$ cat config.mk
export PLATFORM = sky130hd
export DESIGN_NAME = regfile_param
export DESIGN_NICKNAME = d
export VERILOG_FILES = /design/src/rtl/regfile_param.sv
export SDC_FILE = /design/constraint.sdc
export NUM_CORES = 1
export LEC_CHECK = 0
export BUFFER_PORTS_ARGS = -buffer_cell sky130_fd_sc_hd__buf_2
export CAP_MARGIN = 20
export CORE_MARGIN = 3
export CORE_UTILIZATION = 60
export DETAILED_ROUTE_END_ITERATION = 7
export PLACE_DENSITY = 0.78
export SYNTH_ARGS = -nofsm -noshare
export SYNTH_HDL_FRONTEND = slang
export SYNTH_SLANG_ARGS = --single-unit
$ cat constraint.sdc
create_clock -name clk -period 6.8 [get_ports clk]
set_clock_uncertainty 0.1 [all_clocks]
set_input_delay 0.34 -clock clk [delete_from_list [all_inputs] [get_ports clk]]
set_output_delay 0.34 -clock clk [all_outputs]
set_load 0.03 [all_outputs]
$ cat src/rtl/regfile_param.sv
// Parametrised two-read/one-write register file with optional hardwired r0,
// optional write-to-read bypass, and a sequenced scrub in place of a flop reset.
module regfile_param #(
    parameter int DATA_W    = 32,
    parameter int ADDR_W    = 5,
    parameter int ZERO_REG0 = 1,
    parameter int BYPASS    = 1
) (
    input  logic              clk,
    input  logic              rst,
    input  logic              we,
    input  logic [ADDR_W-1:0] waddr,
    input  logic [DATA_W-1:0] wdata,
    input  logic [ADDR_W-1:0] raddr1,
    input  logic [ADDR_W-1:0] raddr2,
    input  logic              clr,
    output logic [DATA_W-1:0] rdata1,
    output logic [DATA_W-1:0] rdata2,
    output logic              busy
);

    localparam int DEPTH = 1 << ADDR_W;

    localparam logic IDLE  = 1'b0;
    localparam logic CLEAR = 1'b1;

    logic              state;
    logic [ADDR_W-1:0] idx;
    logic [DATA_W-1:0] mem [DEPTH];

    logic write_ok;

    assign write_ok = we && !((ZERO_REG0 != 0) && (waddr == '0));
    assign busy     = (state == CLEAR);

    // Control FSM: reset restarts the scrub even if one is already running.
    always_ff @(posedge clk) begin
        if (rst) begin
            state <= CLEAR;
            idx   <= '0;
        end else if (state == CLEAR) begin
            if (idx == ADDR_W'(DEPTH - 1)) begin
                state <= IDLE;
                idx   <= '0;
            end else begin
                idx <= idx + ADDR_W'(1);
            end
        end else if (clr) begin
            state <= CLEAR;
            idx   <= '0;
        end
    end

    // Storage has no reset so it can map onto distributed RAM.
    always_ff @(posedge clk) begin
        if (!rst) begin
            if (state == CLEAR) begin
                mem[idx] <= '0;
            end else if (write_ok) begin
                mem[waddr] <= wdata;
            end
        end
    end

    always_comb begin
        rdata1 = '0;
        if (state == IDLE) begin
            if ((ZERO_REG0 != 0) && (raddr1 == '0)) begin
                rdata1 = '0;
            end else if ((BYPASS != 0) && we && (raddr1 == waddr)) begin
                rdata1 = wdata;
            end else begin
                rdata1 = mem[raddr1];
            end
        end
    end

    always_comb begin
        rdata2 = '0;
        if (state == IDLE) begin
            if ((ZERO_REG0 != 0) && (raddr2 == '0)) begin
                rdata2 = '0;
            end else if ((BYPASS != 0) && we && (raddr2 == waddr)) begin
                rdata2 = wdata;
            end else begin
                rdata2 = mem[raddr2];
            end
        end
    end

endmodule

==> results of run 1 <==
## Yosys cell counts (all sizes together), types with 55 or more instances
library cell / instances
mux2i: 407
o21ai: 136
mux4: 320
a31oi: 88
nor2: 56
buf: 134
edfxtp: 1024
o22ai: 79
o221ai: 75
clkbuf: 114
nand2: 55
a22oi: 61
## cell families (layout without fill, tap and decap cells)
group | after synthesis | after routing | share of synthesized area, %
AOI/OAI and AO/OA | 557 | 557 | 7.738
xor gates and xnor gates | 10 | 10 | 0.1775
adders and majority gates | 2 | 2 | 0.05070
buffers and inverters | 256 | 424 | 2.893
DFF | 1030 | 1030 | 62.56
muxes | 772 | 772 | 23.89
other | 0 | 12 | 0
and+or+nand+nor | 257 | 257 | 2.698
## power breakdown
group | total, mW | switching [mW] | internal [mW]
combinational | 0.996 | 0.618 | 0.378
clock | 5.88 | 2.48 | 3.40
sequential | 6.93 | 0.0190 | 6.91
## final cells by class
class / count / area (um^2)
flip-flops and latches: 1030 / 30870
multi-input cells: 1598 / 17350
repair buffers: 227 / 1745
fillers: 5104 / 26090
clock inverters: 72 / 865.8
inverters: 8 / 30.03
well taps: 1060 / 1326
diodes: 12 / 30.03
clock buffers: 117 / 2630
## worst register-to-register path: cells and delay by family, from the launching register on
family | cells | cell delay, ns
AOI/OAI and AO/OA | 1 | 0.46
and+or+nand+nor | 3 | 1.28
DFF | 1 | 0.48
buffers and inverters | 2 | 1.09
muxes | 1 | 0.48
## flip-flops by register name (all words and copies together) (netlist names)
register,flops
busy,1
mem,1024
idx,5
## layout by cell type, fill, tap and decap left out, types with 9 or more instances in the layout
cell type                   instances
sky130_fd_sc_hd__a31oi_1           88
sky130_fd_sc_hd__a21oi_1           16
sky130_fd_sc_hd__mux2_2            45
sky130_fd_sc_hd__nor3b_1           11
sky130_fd_sc_hd__o221ai_1          75
sky130_fd_sc_hd__diode_2           12
sky130_fd_sc_hd__mux2i_1          407
sky130_fd_sc_hd__o21ai_0          136
sky130_fd_sc_hd__bufinv_16         16
sky130_fd_sc_hd__clkinv_1          18
sky130_fd_sc_hd__a22o_1            23
sky130_fd_sc_hd__and2_1            42
sky130_fd_sc_hd__buf_4             88
sky130_fd_sc_hd__nor3_1             9
sky130_fd_sc_hd__edfxtp_1        1024
sky130_fd_sc_hd__nor2_4            33
sky130_fd_sc_hd__clkinv_2          18
sky130_fd_sc_hd__clkbuf_16        105
sky130_fd_sc_hd__clkbuf_1          14
sky130_fd_sc_hd__a22oi_1           61
sky130_fd_sc_hd__nand3_1            9
sky130_fd_sc_hd__mux4_2           320
sky130_fd_sc_hd__nand2_1           54
sky130_fd_sc_hd__a41oi_1           25
sky130_fd_sc_hd__nor2_1            17
sky130_fd_sc_hd__nor2b_1           46
sky130_fd_sc_hd__buf_2            111
sky130_fd_sc_hd__o22ai_1           79
## per-stage QoR
stage                     instance area, um^2  util, %  hold WS, ns  total power [mW]  setup slack, ns
after floorplan                         49350        -       0.3656             7.715            3.274
after global placement                  50960    62.96       0.4461             7.995            2.587
after detailed placement                50970    62.98       0.4686             8.013            2.536
after CTS                               54490    67.32       0.3045             13.76            2.484
after global routing                    54840    67.75      0.05248             14.10            2.304
final                                   54850    67.77      0.09272             13.81            2.443
## repair_timing
item                                    in CTS  in global routing
endpoints found under the hold margin        6                  1
endpoints found under the setup margin       0                  0
hold buffers                                 2                  1
## layer usage
layer  global-route usage, %  up-vias  wire, um
met5                   1.330        -       192
met4                   23.85       10     11760
met3                   12.28      674     24730
met2                   53.94     3132     69430
met1                   47.97    16070     51420
li1                        -    12320         -
## path summary, 6_finish.rpt
kind,depth (start not counted),slack (ns),start,endpoint
hold reg to reg,2,0.50,idx[1]$_SDFFE_PP0P_,idx[3]$_SDFFE_PP0P_
setup / recovery,8,2.44,raddr2[0],rdata2[24]
setup reg to reg,7,2.51,busy$_SDFF_PP1_,mem[22][25]$_DFFE_PP_
hold / removal,2,0.09,wdata[9],mem[2][9]$_DFFE_PP_
==> results.md, run 1 <==
* Core Area at 80940 um^2
* Standby leakage power at 19.00 nW
* Largest incremental delay on the critical path at 0.75 ns
* Endpoint kind of the worst setup timing path: output port
* Critical Setup Path Class: in -> out
* Maximum number of pins on one net before global-route repair at 105
* Final setup fails at 0
* Finished Layout Cells at 4124
* Net count reported at finish at 3019
* Max transition margin at 22.18%
* Number of warnings reported in the yosys synthesis log at 0
* Largest cells by area after synthesis: sky130_fd_sc_hd__edfxtp_1 62%, sky130_fd_sc_hd__mux4_2 15%, sky130_fd_sc_hd__mux2i_1 8.3%
* Global route overflow at 0
* Power Dens Cells at 251.8 nW/um^2
* Final ANT Viol Nets at 0
* Number of global-route vias before repair at 32470
* WL final at 157500 um
* Clock latency of the later-clocked register in the worst-skew pair at 0.68 ns
* Number of top-level pins at 116
* Number of placement rows at 104
* Y dimension of the die at 292.8 um
* Total setup buffers inserted after CTS at 0
* Min-Delay Path Class: in -> reg
* Clock Tree Buf Depth at 3
* Routed via count at 32210
* Period minus WS final at 4.357 ns
* Per-cell via count in the routed design at 7.809
* CP max FO at 56
* Wire length per cell after detailed routing at 38.20 um
* Gate count of the mapped netlist at 2884
* Estimated wirelength of the detail-placed design at 92670 um
* Post-synth cell types at 55
* Wire length of the first global-routing pass at 225700 um
* Die Footprint at 85720 um^2
* CTS Buf Count at 101
* Critical Path AT at 3.92 ns
* Routability congestion estimate at 0.9770
* Setup repair after global routing missed its margin: false
* Fraction of the cycle the final worst path needs at 64.07%
* Worst-path cell chain: buf_8 > buf_4 > buf_4 > mux4_2 > a21oi_1 > nor3b_1 > o221a_2 > buf_2
* Buf+Inv Stages, Crit Path at 4
* Cell type with the highest aggregate area in the netlist: sky130_fd_sc_hd__edfxtp_1
* Peak ir drop on the vdd network at 0.2997 mV
* TritonCTS clock tree: yes
* Clock tree root buffer cell: sky130_fd_sc_hd__clkbuf_16
* MaxCap Viol Count at 0
* CP Data Required Time at 6.36 ns
* Status: finished clean
* CP dominant cell by count: sky130_fd_sc_hd__buf_4
* Slowest stage cell on the critical path: sky130_fd_sc_hd__buf_4
* Setup TNS at 0 ns
* FMAX at 229.5 MHz
* Register area share after synthesis at 62.56%
* Detailed-routing iteration count for the pre-antenna-repair pass at 8
* Share of post-route cells with drive strength above 1 at 26.47%
* Synth Flop Type: sky130_fd_sc_hd__edfxtp_1
* Max-slew violation count at 0
* Width of the chip at 292.8 um
* DRC violation total after the first TritonRoute iteration at 5432
* Proportion of synthesized flip-flops having asynchronous set or reset at 0%
* Post-synthesis register bit count at 1030
* Critical Path Start Type: input pin
* Slew at the pin with the worst max-slew slack at 1.164 ns
* Nets in the synthesized netlist at 2937
* Starting Density at 60.97%
* Cell area after synthesis at 49350 um^2
* Count of endpoints failing hold in the final timing report at 0
* Post-Synthesis Mean Instance Area at 17.11 um^2
* CTS sink count at 1030
* CTS H-Tree Depth at 3
* Crit-path leading delay family: buffers and inverters
* Number of antenna violations at the first check in global routing at 16
* Placed Cells at 3905
* Total routing usage reported by global routing at 36.96%
* Clock transition at the register clock pins on the worst setup and hold paths after CTS at 0.06 ns
* PortBufs at 115
* Post_cts resized at 0
* Drc violations at 0
* Top cell type's share of synthesized area at 62.31%
* Number of synthesized flops with an enable pin at 1024
* Area grow syn2layout at 11.15%
No activity file was read; power rests on OpenSTA's default activity.
==> run 2: changes to the inputs <==
- clock period: 6.8 -> 4.6 ns (I/O delays scaled with it)
==> results.md, run 2 (synthesis results as in run 1) <==
* Placed Cells at 3958
* PortBufs at 115
* Core Area at 80940 um^2
* Critical Path AT at 4.06 ns
* Clock tree root buffer cell: sky130_fd_sc_hd__clkbuf_16
* Largest incremental delay on the critical path at 0.56 ns
* Total setup buffers inserted after CTS at 0
* CP Data Required Time at 4.81 ns
* Setup TNS at 0 ns
* Clock transition at the register clock pins on the worst setup and hold paths after CTS at 0.06 ns
* CTS Buf Count at 103
* CTS H-Tree Depth at 3
* Wire length of the first global-routing pass at 220300 um
* Critical Path Start Type: flop
* WL final at 152700 um
* Number of global-route vias before repair at 31610
* Fraction of the cycle the final worst path needs at 83.72%
* Final setup fails at 0
* Most flops, register: mem
* Starting Density at 60.97%
* Period minus WS final at 3.851 ns
* Setup repair after global routing missed its margin: false
* Min-delay src: wdata[10]
* DRC violation total after the first TritonRoute iteration at 4897
* Number of placement rows at 104
* Endpoint kind of the worst setup timing path: flop
* Post_cts resized at 0
* Drc violations at 0
* Detailed-routing iteration count for the pre-antenna-repair pass at 6
* Width of the chip at 292.8 um
* CTS sink count at 1030
* Final ANT Viol Nets at 0
* Total power draw at 20.49 mW
* Number of antenna violations at the first check in global routing at 4
* Clock Tree Buf Depth at 3
* Routability congestion estimate at 0.9321
* Worst-path cell chain: nor3b_1 > o41a_2 > buf_4 > nor2_1 > a21o_1 > nor2_4 > buf_4
* Share of post-route cells with drive strength above 1 at 27.40%
* Y dimension of the die at 292.8 um
* Launch instance of the worst register-to-register path: busy$_SDFF_PP1_
* Slowest stage cell on the critical path: sky130_fd_sc_hd__buf_4
* Max-slew violation count at 0
* Slew at the pin with the worst max-slew slack at 1.150 ns
* TritonCTS clock tree: yes
* Estimated wirelength of the detail-placed design at 93520 um
* Leading cell type in the layout, fill and taps excluded: sky130_fd_sc_hd__edfxtp_1
* Hold buffer count at cts at 8
* Total routing usage reported by global routing at 35.81%
* Filler cell count in the final layout at 5157
* Status: finished clean
* CP max FO at 34
* Peak ir drop on the vdd network at 0.4405 mV
* Count of endpoints failing hold in the final timing report at 0
* Area grow syn2layout at 12.33%
* Launch point of the worst path: busy$_SDFF_PP1_
* Number of flip-flops under the largest register name at 1024
* FMAX at 259.7 MHz
* Highest-count cells in the layout ignoring fill and taps: 1024 x sky130_fd_sc_hd__edfxtp_1, 407 x sky130_fd_sc_hd__mux2i_1, 320 x sky130_fd_sc_hd__mux4_2
* Maximum number of pins on one net before global-route repair at 88
* Number of top-level pins at 116
* Routed via count at 31680
* Finished Layout Cells at 4174
* Net count reported at finish at 3078
* Critical Setup Path Class: reg -> reg
* Wire length per cell after detailed routing at 36.58 um
* CP dominant cell by count: sky130_fd_sc_hd__buf_4
* Per-cell via count in the routed design at 7.590
* Power Dens Cells at 369.6 nW/um^2
* MaxCap Viol Count at 0
* Global route overflow at 0
* Max transition margin at 22.15%
* Min-Delay Path Class: in -> reg
* Clock latency of the later-clocked register in the worst-skew pair at 0.68 ns
* Die Footprint at 85720 um^2
* Standby leakage power at 19.36 nW
## run 2: cell count changes in the layout (fill, tap and decap cells not counted), sizes merged
cell         change
buf             +53
diode           -11
clkinv           +1
inv              -2
clkbuf           +7
clkinvlp         -4
bufinv           +1
dlygate4sd3      +5
## run 2: final cells by class
cell class	instances	area, um^2	area share (%)
flip-flops and latches	1030	30870	55.69
inverters	8	30.03	0.05417
repair buffers	284	2336	4.214
well taps	1060	1326	2.393
clock inverters	68	814.5	1.469
multi-input cells	1598	17350	31.30
diodes	1	2.502	0.004514
clock buffers	125	2701	4.873
## run 2: where the power goes
| group | switching (mW) | internal, mW | leakage (nW) |
|---|---|---|---|
| logic | 0.915 | 0.585 | 7.56 |
| registers | 0.0270 | 10.2 | 10.1 |
| clock network | 3.60 | 5.14 | 1.71 |
## run 2: layer usage
metal,vias to the layer above,track usage [%],part of all wire [%]
li1,12420,-,-
met1,16020,48.47,34
met2,2669,53.90,45
met3,568,8.636,14
met4,2,20.76,7.5
met5,-,0,0.0085
## run 2: final timing paths
path | end | slack (ns) | cells past startpoint
worst min-delay path | mem[0][10]$_DFFE_PP_ | 0.02 | 2
worst max register to register | mem[22][19]$_DFFE_PP_ | 0.75 | 7
worst max-delay path | mem[22][19]$_DFFE_PP_ | 0.75 | 7
worst min register to register | idx[3]$_SDFFE_PP0P_ | 0.53 | 2
## run 2: metrics by stage
stage / worst slack [ns] / area [um^2] / util [%] / hold WS [ns]
3_5_place_dp: 0.9065 / 51560 / 63.70 / 0.4167
2_1_floorplan: 1.161 / 49350 / - / 0.2556
5_1_grt: 0.6834 / 55430 / 68.48 / 0.001215
4_1_cts: 0.8829 / 55160 / 68.15 / 0.009026
3_3_place_gp: 1.088 / 51540 / 63.68 / 0.4041
6_report: 0.7488 / 55430 / 68.49 / 0.01507
## run 2: worst max-delay path: cells and delay by family, from the launching register on
| kind | cells | cell delay, ns |
|---|---|---|
| buf+inv | 2 | 1.07 |
| compound gates | 2 | 0.78 |
| flops | 1 | 0.45 |
| simple gates | 3 | 1.02 |
